### config.mk
export PLATFORM = sky130hd
export DESIGN_NAME = pipe_ctrl
export DESIGN_NICKNAME = d
export VERILOG_FILES = /design/src/rtl/pipe_ctrl.sv
export SDC_FILE = /design/constraint.sdc
export NUM_CORES = 1
export LEC_CHECK = 0
export BUFFER_PORTS_ARGS = -buffer_cell sky130_fd_sc_hd__buf_2
export CORE_ASPECT_RATIO = 1.75
export CORE_MARGIN = 4
export CORE_UTILIZATION = 53
export CTS_BUF_LIST = sky130_fd_sc_hd__clkbuf_8
export CTS_CLUSTER_SIZE = 28
export DETAILED_ROUTE_END_ITERATION = 6
export PLACE_DENSITY = 0.95
export SLEW_MARGIN = 20
export SYNTH_ARGS = -nofsm -noshare
export SYNTH_HDL_FRONTEND = slang
export SYNTH_SLANG_ARGS = --single-unit
### constraint.sdc
create_clock -name clk -period 6.3 [get_ports clk]
set_clock_uncertainty 0.15 [all_clocks]
set_input_delay 1.26 -clock clk [delete_from_list [all_inputs] [get_ports clk]]
set_output_delay 1.26 -clock clk [all_outputs]
set_load 0.01 [all_outputs]
### src/rtl/pipe_ctrl.sv
// rtl/pipe_ctrl.sv - five-stage pipeline stall/flush controller
// Arbitrates MEM redirects, multi-cycle EX sequencing with timeout, and load-use stalls.
module pipe_ctrl #(
   parameter int MC_TIMEOUT = 64,
   parameter int CNT_W      = 7,
   parameter int PERF_W     = 32
) (
   input  logic              clk,
   input  logic              rst,
   input  logic              stallreq_id,
   input  logic              ex_mc_start,
   input  logic              ex_mc_done,
   input  logic              mem_redirect_valid,
   input  logic [31:0]       mem_redirect_pc,
   output logic [4:0]        stall,
   output logic              flush,
   output logic              new_pc_valid,
   output logic [31:0]       new_pc,
   output logic              mc_cancel,
   output logic              mc_timeout,
   output logic              busy,
   output logic [PERF_W-1:0] stall_cycles
);

   typedef enum logic {
      IDLE    = 1'b0,
      MC_WAIT = 1'b1
   } state_t;

   localparam logic [4:0] STALL_NONE = 5'b00000;
   localparam logic [4:0] STALL_LU   = 5'b00011;
   localparam logic [4:0] STALL_MC   = 5'b00111;

   state_t           state;
   state_t           state_next;
   logic [CNT_W-1:0] cnt;
   logic [CNT_W-1:0] cnt_next;

   always_ff @(posedge clk) begin
      if (rst) begin
         state        <= IDLE;
         cnt          <= '0;
         stall_cycles <= '0;
      end else begin
         state <= state_next;
         cnt   <= cnt_next;
         if ((stall != STALL_NONE) && (stall_cycles != {PERF_W{1'b1}}))
            stall_cycles <= stall_cycles + PERF_W'(1);
      end
   end

   // Priority within a cycle: redirect, then multi-cycle, then load-use.
   always_comb begin
      state_next   = state;
      cnt_next     = cnt;
      stall        = STALL_NONE;
      flush        = 1'b0;
      new_pc_valid = 1'b0;
      new_pc       = 32'h0;
      mc_cancel    = 1'b0;
      mc_timeout   = 1'b0;
      busy         = 1'b0;
      if (!rst) begin
         case (state)
            IDLE: begin
               if (mem_redirect_valid) begin
                  flush        = 1'b1;
                  new_pc_valid = 1'b1;
                  new_pc       = mem_redirect_pc;
                  mc_cancel    = ex_mc_start;
               end else if (ex_mc_start) begin
                  stall      = STALL_MC;
                  cnt_next   = CNT_W'(1);
                  state_next = MC_WAIT;
               end else if (stallreq_id) begin
                  stall = STALL_LU;
               end
            end
            MC_WAIT: begin
               busy = 1'b1;
               if (mem_redirect_valid) begin
                  flush        = 1'b1;
                  new_pc_valid = 1'b1;
                  new_pc       = mem_redirect_pc;
                  mc_cancel    = 1'b1;
                  state_next   = IDLE;
                  cnt_next     = '0;
               end else if (ex_mc_done) begin
                  // Result advances into EX/MEM this cycle, so no hold.
                  state_next = IDLE;
                  cnt_next   = '0;
               end else if (cnt == CNT_W'(MC_TIMEOUT)) begin
                  mc_timeout = 1'b1;
                  mc_cancel  = 1'b1;
                  state_next = IDLE;
                  cnt_next   = '0;
               end else begin
                  stall    = STALL_MC;
                  cnt_next = cnt + CNT_W'(1);
               end
            end
            default: begin
               state_next = IDLE;
               cnt_next   = '0;
            end
         endcase
      end
   end

endmodule

* Yosys cells after proc, flatten, opt, wreduce, memory -nomap -nowiden
Index checks and enable logic that the tools add are counted.
** Storage, ports and cells
- Bits in registers :: 40
- Bits of input ports :: 38
- Output and inout port bits :: 74
** Operators by class
- Bitwise logic cells :: 1
- Reduce and logical (&&, ||, !) cells :: 3
- $add $sub $neg :: 2
- Multiplexer cells :: 35
- Eq/ne operators :: 4
** Operator list (number)
- $mux 32 :: 2
- $mux 7 :: 5
- $add 32x1->32 const B :: 1
- $ne 32x32->1 const B :: 1
- $mux 1 :: 17
- $mux 3 :: 5
- $pmux 7 s2 :: 1
- $pmux 5 s2 :: 1
- $add 7x1->7 const B :: 1
- $eq 7x7->1 const B :: 1
- $mux 5 :: 1
- $reduce_bool 5->1 :: 1
- $ne 2x2->1 const B :: 2
- $pmux 1 s2 :: 2
- $mux 2 :: 1
- $reduce_and 2->1 :: 1
- $logic_and 1x1->1 :: 1
- $not 1->1 :: 1

* Logic depth before layout (Yosys ltp)
- Word-level depth :: 8
- Gate-level depth with buffers :: 10

* Worst setup path before layout
No wires, ideal clock.
- Path type :: input port to output port
- Start point :: in rst
- End point :: out stall[1]
- Stages on the path :: 7
- Setup slack :: 2.411 ns
- Data arrival time :: 2.479 ns
- Required time :: 4.890 ns
- Cells stage by stage :: clkbuf_1 -> nor3_2 -> nand2_2 -> buf_4 -> buf_6 -> inv_1 -> buf_4
** On the way
- Cells in the longest elaborated chain, start to end :: 1
** RTL lines
- from (decl) :: RTL line 9 : input logic rst,
- $mux 5 :: RTL line 63 : if (!rst) begin
- to (decl) :: RTL line 15 : output logic [4:0] stall,
Every way passes these cells.

* Worst setup path in the final report
Same ends and word-level chain as after synthesis.

==> impl_metrics.yaml <==
status:
  status: "completed"
route:
  met1_length_um: 2710
  drt_iter0_drc: 157
  ant_nets: 0
  drt-total-wl_um: 7220
  firstDrtPassIters: 4
  met3_length_um: 445
  top_layer_used: "met4"
  drc: 0
  dr_wl_met2_um: 3940
  viasPerCell: 6.10
  wl_per_cell_um: 16.0
  num_vias: 2759
clock_network:
  cts-root-buf: "clkbuf_8"
  clk_latency_ps: 300
  cts_resized: 0
  clk_pin_slew_ps: 80
  hold_buffers: 0
  postCtsSetupBuffers: 0
  htreeDepth: 2
  cts_buffer_depth: 2
  cts.sinks: 40
  cts_buffers: 5
  cts_tree: "yes"
layout:
  final_common_cell: "buf_2"
  postLayoutCoreUtil_pct: 68.1
  area_delta_synth_final_pct: 22.8
  drive_gt1_share_pct: 32.9
  diodes: 0
  fill_cells: 376
  finalNetCount: 441
  final_cell_mix: "buf_2 (109), dfxtp_1 (40), and2_1 (36), a21oi_1 (34), o21ai_0 (22)"
floorplanning:
  rows: 32
  fp.dieH_um: 98.6
  die_width_um: 59.8
  start_util_pct: 55.4
  core_area_um2: 4480
  io_pins: 112
  dieArea_um2: 5890
global_route:
  antenna_found_initial: 0
  grt_pass1_wl_um: 11600
  grt-ovfl-total: 0
  grt_pass1_vias: 2545
  grt_max_degree: 45
  track_usage_pct: 24.3
flow_run:
  maxCapViolations: 0
sta:
  slew_headroom_pct: 44.0
  fin_tns_setup_ps: 0
  fin_crit_ps: 4210
  fmax_ghz: 0.237
  drv_slew: 0
  tightest_slew_ps: 835
  finalHoldViolCount: 0
  rsz0062_at_grt: "no"
  fin_crit_sh_pct: 66.9
  setup_viol: 0
synth:
  synth_top_area_share_pct: 32.2
  yosysSeqAreaShare_pct: 32.2
  yosysTopAreaCell: "dfxtp_1"
  synthDistinctLibCells: 44
  synth_area_um2: 2490
  synth_edf_count: 0
  yosysWarnings: 0
  syn_avg_cell_area_um2: 8.10
  synth_area_leaders: "dfxtp_1 (32%), and2_1 (9.1%), a21oi_1 (6.8%)"
  synth_ff_type: "dfxtp_1"
  synth_cells: 307
  async_flop_share_pct: 0
  ys_ff_latch: 40
placement:
  gp_congestion: 0.854
  place_hpwl_um: 5290
  io_buffer_count: 109
worst_setup_path:
  end_kind: "output port"
  path_class: "input pin to output port"
  cp-start-kind: "input pin"
  cp_max_fo: 44
  cp.arrival_ps: 2800
  crit_required_ps: 4890
min_path:
  min_path_type: "flop to flop"
power_and_ir_drop:
  p_leak_nw: 1.37
  irDropWorstVdd_uv: 151
  powerDensity_nw_per_um2: 161
## registers in the layout (all words and copies together) (netlist names)
name / cells
stall_cycles: 32
cnt: 7
state: 1
## final timing paths
path / start / to / slack [ps] / cells past startpoint
worst max register to register: stall_cycles[24]$_SDFFE_PP0P_ / stall_cycles[5]$_SDFFE_PP0P_ / 3530 / 5
worst min register to register: stall_cycles[20]$_SDFFE_PP0P_ / stall_cycles[20]$_SDFFE_PP0P_ / 350 / 2
worst max-delay path: rst / stall[1] / 2090 / 5
worst min-delay path: stall_cycles[20]$_SDFFE_PP0P_ / stall_cycles[20]$_SDFFE_PP0P_ / 350 / 2
## power by group
group / total [mW] / leakage [nW] / internal [mW] / switching (mW)
Clock: 0.181 / 0.0510 / 0.0875 / 0.0932
Combinational: 0.0541 / 0.992 / 0.0238 / 0.0303
Sequential: 0.257 / 0.323 / 0.254 / 0.00297
Total: 0.492 / 1.37 / 0.365 / 0.126
## critical path, cell delays in order
cell and delay (ps):
buf_2 340, nor3_2 500, nand2_2 350, inv_1 180, buf_2 150
## kinds of logic (layout without fill, tap and decap cells)
group,after synthesis,count (layout),share of synthesized area [%]
simple gates,147,147,37.9
buf+inv,30,123,6.64
compound gates,85,85,21.1
fa+ha+maj,3,3,1.51
mux,1,1,0.453
flops,40,40,32.2
other cells,1,2,0.151
## layout make-up
cell class | count | area [µm²] | share of cell area [%]
Multi-Input combinational cell | 238 | 1520 | 49.9
Sequential cell | 40 | 801 | 26.2
Timing Repair Buffer | 110 | 553 | 18.1
Clock buffer | 6 | 82.6 | 2.70
Tap cell | 51 | 63.8 | 2.09
Inverter | 5 | 18.8 | 0.615
Clock inverter | 2 | 10.0 | 0.328
## synth_stat cells, drive strengths merged (2+ instances only)
| cell | number |
|---|---|
| a211o | 2 |
| a21oi | 34 |
| and2 | 36 |
| and3 | 7 |
| and4 | 8 |
| buf | 16 |
| clkbuf | 9 |
| dfxtp | 40 |
| ha | 3 |
| inv | 5 |
| nand2 | 15 |
| nand3 | 11 |
| nand4 | 11 |
| nor2 | 9 |
| nor2b | 6 |
| nor3 | 4 |
| o2111ai | 2 |
| o21ai | 23 |
| o311ai | 5 |
| o31ai | 12 |
| o41ai | 3 |
| or3 | 17 |
| or3b | 3 |
| or4 | 13 |
## metrics by stage
stage | cell area, µm² | setup slack (ps) | power, mW | hold slack [ps] | instances
global placement | 2960 | 2170 | 0.315 | 325 | 444
global route | 3050 | 1930 | 0.506 | 379 | 452
floorplan | 2490 | 2410 | 0.294 | 316 | 308
detailed placement | 2960 | 2100 | 0.317 | 341 | 444
finish | 3050 | 2090 | 0.492 | 346 | 452
CTS | 3050 | 2090 | 0.491 | 351 | 452
## per-layer routing
metal | vias up | GRT usage, %
met5 | - | 0
met4 | 0 | 9.39
met3 | 16 | 4.72
met2 | 123 | 41.8
met1 | 1287 | 28.6
li1 | 1333 | -
Note: power is estimated with default switching activity, not from simulation.
